## config.mk

```make
export PLATFORM = sky130hd
export DESIGN_NAME = pc_unit
export DESIGN_NICKNAME = d
export VERILOG_FILES = /design/src/rtl/core_pkg.sv /design/src/rtl/ras_stack.sv /design/src/rtl/pc_unit.sv
export SDC_FILE = /design/constraint.sdc
export NUM_CORES = 1
export LEC_CHECK = 0
export CORE_MARGIN = 3
export CORE_UTILIZATION = 46
export CTS_CLUSTER_DIAMETER = 200
export CTS_CLUSTER_SIZE = 16
export DETAILED_ROUTE_END_ITERATION = 6
export HOLD_SLACK_MARGIN = 0.15
export PLACE_DENSITY = 0.76
export SLEW_MARGIN = 20
export SYNTH_ARGS = -nofsm -noshare
export SYNTH_HDL_FRONTEND = slang
export SYNTH_SLANG_ARGS = --single-unit
```

## constraint.sdc

```tcl
create_clock -name clk -period 7 [get_ports clk]
set_input_delay 1.05 -clock clk [delete_from_list [all_inputs] [get_ports clk]]
set_output_delay 1.05 -clock clk [all_outputs]
set_load 0.02 [all_outputs]
```

## src/rtl/core_pkg.sv

```systemverilog
// Shared definitions for the fetch front end.
//   XLEN_DEFAULT : default PC/address width
//   STEP_NORMAL  : byte step for a 32-bit instruction
//   STEP_COMP    : byte step for a 16-bit (compressed) instruction
//   pc_sel_e     : next-PC source, listed in priority order
package core_pkg;

    localparam int XLEN_DEFAULT = 32;
    localparam int STEP_NORMAL  = 4;
    localparam int STEP_COMP    = 2;

    typedef enum logic [2:0] {
        TRAP,
        MRET,
        REDIRECT,
        HOLD,
        SEQ
    } pc_sel_e;

endpackage

```

## src/rtl/ras_stack.sv

```systemverilog
// Circular return-address stack.
//   clk, reset : clock, asynchronous active-high reset
//   push       : store push_data as the new top
//   pop        : drop the top entry (ignored when empty)
//   push_data  : value written by push
//   top        : registered top entry, 0 when empty
//   empty/full : depth is 0 / RAS_DEPTH
// push and pop together replace the top entry. Pushing when full
// overwrites the oldest entry, because the write pointer wraps onto it.
module ras_stack import core_pkg::*; #(
    parameter int XLEN      = XLEN_DEFAULT,
    parameter int RAS_DEPTH = 4
) (
    input  logic            clk,
    input  logic            reset,
    input  logic            push,
    input  logic            pop,
    input  logic [XLEN-1:0] push_data,
    output logic [XLEN-1:0] top,
    output logic            empty,
    output logic            full
);

    localparam int AW = $clog2(RAS_DEPTH);
    localparam logic [AW:0] DEPTH_C = (AW+1)'(RAS_DEPTH);
    localparam logic [AW:0] ONE_C   = (AW+1)'(1);

    logic [XLEN-1:0] mem_q [RAS_DEPTH];
    logic [AW-1:0]   ptr_q, ptr_d;     // next free slot
    logic [AW:0]     cnt_q, cnt_d;     // live entries
    logic [XLEN-1:0] top_q, top_d;
    logic            wr_en;
    logic [AW-1:0]   wr_idx;
    logic [AW-1:0]   idx_m1, idx_m2;

    assign idx_m1 = ptr_q - AW'(1);
    assign idx_m2 = ptr_q - AW'(2);

    assign empty = (cnt_q == '0);
    assign full  = (cnt_q == DEPTH_C);
    assign top   = top_q;

    always_comb begin
        ptr_d  = ptr_q;
        cnt_d  = cnt_q;
        top_d  = top_q;
        wr_en  = 1'b0;
        wr_idx = ptr_q;
        if (push && pop && !empty) begin
            wr_en  = 1'b1;
            wr_idx = idx_m1;
            top_d  = push_data;
        end else if (push) begin
            wr_en  = 1'b1;
            wr_idx = ptr_q;
            ptr_d  = ptr_q + AW'(1);
            top_d  = push_data;
            if (!full) begin
                cnt_d = cnt_q + ONE_C;
            end
        end else if (pop && !empty) begin
            ptr_d = idx_m1;
            cnt_d = cnt_q - ONE_C;
            // New top is the entry below the current one, if any remains.
            top_d = (cnt_q == ONE_C) ? '0 : mem_q[idx_m2];
        end
    end

    always_ff @(posedge clk or posedge reset) begin
        if (reset) begin
            ptr_q <= '0;
            cnt_q <= '0;
            top_q <= '0;
            for (int i = 0; i < RAS_DEPTH; i++) begin
                mem_q[i] <= '0;
            end
        end else begin
            ptr_q <= ptr_d;
            cnt_q <= cnt_d;
            top_q <= top_d;
            if (wr_en) begin
                mem_q[wr_idx] <= push_data;
            end
        end
    end

endmodule

```

## src/rtl/pc_unit.sv

```systemverilog
// Fetch program-counter unit.
//   clk, reset            : clock, asynchronous active-high reset
//   fetch_ready, stall    : sequential advance only when ready and not stalled
//   is_compressed         : 16-bit instruction (2-byte step) when COMPRESSED=1
//   trap_valid/vector     : highest-priority redirect, low two bits cleared
//   mret_valid/mepc       : return-from-trap redirect
//   redirect_valid/target : branch/jump redirect, checked for alignment
//   call_valid/ret_valid  : push pc_seq / pop on the return-address stack
//   pc_out, pc_valid      : fetch request
//   pc_seq                : pc_out + step (combinational)
//   misaligned_err/addr   : one-cycle error pulse and last offending target
//   ras_top/empty/full    : return-address stack status
module pc_unit import core_pkg::*; #(
    parameter int              XLEN         = XLEN_DEFAULT,
    parameter logic [XLEN-1:0] RESET_VECTOR = '0,
    parameter bit              COMPRESSED   = 1'b0,
    parameter int              RAS_DEPTH    = 4
) (
    input  logic            clk,
    input  logic            reset,
    input  logic            fetch_ready,
    input  logic            stall,
    input  logic            is_compressed,
    input  logic            trap_valid,
    input  logic [XLEN-1:0] trap_vector,
    input  logic            mret_valid,
    input  logic [XLEN-1:0] mepc,
    input  logic            redirect_valid,
    input  logic [XLEN-1:0] redirect_target,
    input  logic            call_valid,
    input  logic            ret_valid,
    output logic [XLEN-1:0] pc_out,
    output logic            pc_valid,
    output logic [XLEN-1:0] pc_seq,
    output logic            misaligned_err,
    output logic [XLEN-1:0] misaligned_addr,
    output logic [XLEN-1:0] ras_top,
    output logic            ras_empty,
    output logic            ras_full
);

    logic [XLEN-1:0] pc_q, pc_d;
    logic            pc_valid_q;
    logic            err_q;
    logic [XLEN-1:0] addr_q;
    logic [XLEN-1:0] step;
    logic            tgt_mis;
    logic            mis_take;
    logic            ras_upd;
    pc_sel_e         sel;

    assign step    = (COMPRESSED && is_compressed) ? XLEN'(STEP_COMP) : XLEN'(STEP_NORMAL);
    assign pc_seq  = pc_q + step;
    assign tgt_mis = redirect_target[0] || (!COMPRESSED && redirect_target[1]);

    // A misaligned redirect only counts if no trap/mret outranks it.
    assign mis_take = redirect_valid && tgt_mis && !trap_valid && !mret_valid;

    always_comb begin
        if (trap_valid) begin
            sel = TRAP;
        end else if (mret_valid) begin
            sel = MRET;
        end else if (redirect_valid && !tgt_mis) begin
            sel = REDIRECT;
        end else if (redirect_valid || stall || !fetch_ready || !pc_valid_q) begin
            // The first cycle after reset presents RESET_VECTOR before stepping.
            sel = HOLD;
        end else begin
            sel = SEQ;
        end
    end

    always_comb begin
        case (sel)
            TRAP:     pc_d = trap_vector & ~XLEN'(3);
            MRET:     pc_d = mepc;
            REDIRECT: pc_d = redirect_target;
            SEQ:      pc_d = pc_seq;
            default:  pc_d = pc_q;
        endcase
    end

    // The stack follows the PC: frozen on holds, stalls and traps.
    assign ras_upd = (sel == MRET) || (sel == REDIRECT) || (sel == SEQ);

    always_ff @(posedge clk or posedge reset) begin
        if (reset) begin
            pc_q       <= RESET_VECTOR;
            pc_valid_q <= 1'b0;
            err_q      <= 1'b0;
            addr_q     <= '0;
        end else begin
            pc_q       <= pc_d;
            pc_valid_q <= 1'b1;
            err_q      <= mis_take;
            if (mis_take) begin
                addr_q <= redirect_target;
            end
        end
    end

    assign pc_out          = pc_q;
    assign pc_valid        = pc_valid_q;
    assign misaligned_err  = err_q;
    assign misaligned_addr = addr_q;

    ras_stack #(
        .XLEN      (XLEN),
        .RAS_DEPTH (RAS_DEPTH)
    ) u_ras (
        .clk       (clk),
        .reset     (reset),
        .push      (ras_upd && call_valid),
        .pop       (ras_upd && ret_valid),
        .push_data (pc_seq),
        .top       (ras_top),
        .empty     (ras_empty),
        .full      (ras_full)
    );

endmodule
```

Word-level counts from Yosys, hierarchy flattened

Cells that the tools add are included.

Flip-flop bits (word level): 231

Order comparisons: 3
Add/sub/neg operators: 6
Bitwise operators: 3
Reductions and logical operators: 29
Multiplexer cells: 23
Equality and inequality tests: 6

Operators with widths:

| cell                  | number |
|---|---|
| $mux 32               | 7 |
| $bwmux 128            | 1 |
| $pmux 32 s4           | 1 |
| $bmux 32 s2           | 1 |
| $demux 32 s2          | 1 |
| $add 32x3->32 const B | 1 |
| $mux 3                | 7 |
| $logic_and 1x1->1     | 10 |
| $eq 3x1->1 const B    | 2 |
| $eq 3x3->1 const B    | 2 |
| $ge 3x3->1 const B    | 2 |
| $logic_not 1->1       | 6 |
| $logic_not 3->1       | 2 |
| $logic_or 1x1->1      | 6 |
| $mux 2                | 3 |
| $not 2->3             | 2 |
| $reduce_bool 4->1     | 1 |
| $add 3x1->3 const B   | 1 |
| $eq 3x2->1 const B    | 1 |
| $lt 3x1->1 const B    | 1 |
| $reduce_and 3->1      | 1 |
| $reduce_bool 3->1     | 1 |
| $sub 3x1->3 const B   | 1 |
| $add 2x1->2 const B   | 1 |
| 7 further kinds       | 8 |

Depth between registers and ports, before layout

Depth in word-level cells: 20
Gate-level depth with buffers: 10
Gate-level depth less buffers: 8

By module

Synthesis repeated with hierarchy kept, for this count alone.

Cells, all modules: 909
Area, all modules: 11537.3 µm²

By module, submodules not included:

| module    | times used | seq. area each (µm²) | cells each | area each (µm²) |
|---|---|---|---|---|
| ras_stack | 1          | 4129.0               | 518        | 7603.5 |
| pc_unit   | 1          | 1651.6               | 391        | 3933.8 |

Worst setup path before layout

Ideal clock, no wire load.

Path kind: reg-to-output
From: register pc_q[2], in the netlist pc_out[2]
To: output pc_seq[27]
Cell stages (with the launch flop): 7
Setup slack: 3.905 ns
Required time: 5.950 ns
Data arrival time: 2.045 ns
Cells stage by stage: dfrtp_1 clkbuf_1 nand4_1 nor4_2 nand2_1 xor2_1 inv_1

Word-level cells in the longest chain between the ends: 1

RTL lines:

| item                   | line          | source |
|---|---|---|
| start, declared        | pc_unit.sv:42 | `logic [XLEN-1:0] pc_q, pc_d;` |
| start signal, assigned | pc_unit.sv:94 | `pc_q <= pc_d;` |
| $add 32x3->32          | pc_unit.sv:53 | `assign pc_seq = pc_q + step;` |
| end, declared          | pc_unit.sv:34 | `output logic [XLEN-1:0] pc_seq,` |

Every way passes these cells.

Worst setup path in the final report

From: register pc_q[2], in the netlist pc_out[2]
To: output pc_seq[18]

Same word-level chain as after synthesis.

==> flow_summary.toml <==
[floorplanning]
initial_core_util_pct = 47.6
die_area_um2 = 25800
coreArea_um2 = 23100
rows = 55
io_pins = 238
die_h_um = 161
die_w_um = 161

[power_and_ir_drop]
p_total_w = 0.00508
p_leak_nw = 5.81
max-vdd-ir-drop_v = 0.000233
powerDensity_nw_per_um2 = 361

[layout]
final_nets = 1340
syn_to_final_growth_pct = 28.1
drive_gt1_share_pct = 11.2

[clock_network]
cts.clk_slew.worst_paths_ns = 0.07
htreeDepth = 1
cts_sinks = 231
insertion_delay_ns = 0.49
ctsLongestPathBuffers = 3
post_cts_buffers = 0
hold_buffers = 0
cts_root_buf = "clkbuf_16"
cts_made_buffers = 18
tritoncts = "done"
cts_resized = 0

[sta]
clock_skew_ns = 0.0172
timing_hold_violations_final = 0
rsz0062_at_grt = "false"
setup_total_negative_slack_ns = 0
tightest_slew_ns = 1.12
min_period_ns = 4.96
timing.fmax_mhz = 202
period_share_pct = 70.8
setup_ws_ns = 2.04
slew_viol_final = 0
setup-violations-final = 0
maxSlewHeadroom_pct = 25.2

[worst_setup_path]
critPathKind = "reg2out"
startpoint_type = "register"
worstPathRequired_ns = 5.95
crit_path_max_fanout = 11
worstSetupEndpoint = "pc_seq[18]"
worst_setup_path_end_kind = "primary output"
timing.rr.start = "pc_valid$_DFF_PP0_"
cp.arrival_ns = 3.91
reg2reg_setup_slack_ns = 3.68
reg2reg_depth = 5
timing.rr.end = "u_ras.mem_q[2]$_DFFE_PP0P_"
startpoint = "pc_out[2]$_DFFE_PP0P_"

[grt]
grt_pass1_wl_um = 52300
antenna_found_initial = 1
grt_pass1_vias = 9307
grt_max_degree = 164
grt_remaining_overflow = 0
track_usage_pct = 25.4

[synth]
yosysWarnings = 0
syn_inst = 1030
ys_seq_area_share_pct = 52.6
netlist_area_um2 = 11000
synth_fp_nets = 1141
syn-mean-instance-area_um2 = 10.7
async_reset_ff_share_pct = 100
yosysUniqueCellTypes = 60
synthFlopType = "dfrtp_1"
ys_ff_latch = 231
synth_edf_count = 0

[routing]
route.met3.wl_um = 2560
ant_nets = 0
drc = 0
topRoutingLayerUsed = "met4"
wl_met2_um = 16600
route.vias.total = 9085
drt_iter0_drc = 766
totalWireLength_um = 33100
met1_length_um = 13300
drt-pass1-iter-count = 5
via_per_inst = 5.88
routedWlPerCell_um = 21.4

[placed_design]
dp_hpwl_um = 22900
dp_worst_setup_slack_ns = 2.33
portBuffers = 234
gp_congestion = 0.854

[run_status]
outcome = "finished, final reports clean"

[job]
max-cap-violations = 0

[min_path]
hold_path_class = "reg2reg"
[Yosys cell counts, types with 4 or more instances]
master	number	area [um2]
a21o_1	4	30.0
a21oi_1	149	746
a221o_1	4	40.0
a222oi_1	25	250
a22oi_1	8	60.1
a2bb2oi_1	27	236
a31oi_1	11	68.8
and3_1	6	37.5
buf_2	22	110
buf_4	9	67.6
clkbuf_1	43	161
dfrtp_1	231	5780
ha_1	5	62.6
inv_1	41	154
mux2_2	43	484
mux4_2	32	721
nand2_1	74	278
nand3_1	16	80.1
nand4_1	11	68.8
nor2_1	120	450
nor3_1	6	30.0
nor3b_1	4	30.0
nor4_1	4	25.0
o21ai_0	41	205
o21ai_1	5	25.0
o221ai_1	5	43.8
xnor2_1	16	140
xor2_1	17	149
[report_power, final]
part | internal, W | switching (W) | total (W)
clock network | 0.000486 | 0.000458 | 0.000944
logic | 0.000983 | 0.000975 | 0.00196
registers | 0.00184 | 0.000333 | 0.00217
[area by class of cell]
cell class	count	area, um2
clock inverter	1	11.3
clock buffer	20	479
fill	1851	8990
tap	313	392
timing repair buffer	256	2520
antenna	1	2.50
inverter	41	158
sequential	231	5780
multi-input combinational	681	4720
[worst max-delay path, cell delays in order, from the launching register on]
cell             delay [ns]
dfrtp_1                0.67
ha_1                   0.29
nand3_1                0.23
nor4_2                 0.63
nand2_1                0.17
xor2_1                 0.63
inv_1                  0.20
clkdlybuf4s50_1        0.59
[worst min-delay path by stage]
stage	start	end	slack, ns	depth (start not counted)
2_1_floorplan	u_ras.mem_q[100]$_DFFE_PP0P_	u_ras.mem_q[100]$_DFFE_PP0P_	0.44	2
3_5_place_dp	u_ras.mem_q[124]$_DFFE_PP0P_	u_ras.mem_q[124]$_DFFE_PP0P_	0.47	2
3_3_place_gp	u_ras.mem_q[98]$_DFFE_PP0P_	u_ras.mem_q[98]$_DFFE_PP0P_	0.46	2
4_1_cts	u_ras.mem_q[124]$_DFFE_PP0P_	u_ras.mem_q[124]$_DFFE_PP0P_	0.48	2
6_report	u_ras.mem_q[124]$_DFFE_PP0P_	u_ras.mem_q[124]$_DFFE_PP0P_	0.48	2
5_1_grt	u_ras.mem_q[120]$_DFFE_PP0P_	u_ras.mem_q[120]$_DFFE_PP0P_	0.51	2
[flip-flops by register name, indices dropped and copies added (netlist names)]
register	cells
pc_out	32
misaligned_err	1
u_ras.top	32
u_ras.cnt_q	3
misaligned_addr	32
pc_valid	1
u_ras.ptr_q	2
u_ras.mem_q	128
[through the flow]
stage / hold slack, ns / utilization [%] / instances / cell area, um2
6_report: 0.479 / 61.0 / 1544 / 14100
3_3_place_gp: 0.457 / 58.9 / 1522 / 13600
4_1_cts: 0.483 / 61.0 / 1543 / 14100
2_1_floorplan: 0.445 / - / 1030 / 11000
5_1_grt: 0.508 / 61.0 / 1544 / 14100
3_5_place_dp: 0.466 / 58.9 / 1522 / 13600
[per-layer routing]
layer,track usage (%),vias to the layer above
li1,-,4120
met2,43.0,376
met1,33.5,4550
met5,0,-
met3,5.44,39
met4,6.23,0
[kinds of logic (layout without fill, tap and decap cells)]
group           after synthesis  count (layout)  share of synthesized area [%]
buf+inv                     118             318                           4.59
xor+xnor                     33              33                           2.63
compound gates              308             308                           18.1
simple gates                259             259                           10.5
flops                       231             231                           52.6
fa+ha+maj                     5               5                          0.570
other cells                   1               2                         0.0341
mux                          75              75                           11.0
[placed cells by master, fill, tap and decap left out, drive strengths merged, types with 11 or more instances in the layout]
cell type,synthesis,layout
clkdlybuf4s50,0,234
dfrtp,231,231
a21oi,149,149
nor2,120,120
nand2,74,74
o21ai,46,46
mux2,43,43
inv,41,41
mux4,32,32
a2bb2oi,27,27
a222oi,25,25
buf,34,22
clkbuf,43,20
xor2,17,17
xnor2,16,16
nand3,16,16
a31oi,12,12
nand4,11,11
Power figures use the tool's default switching activity.
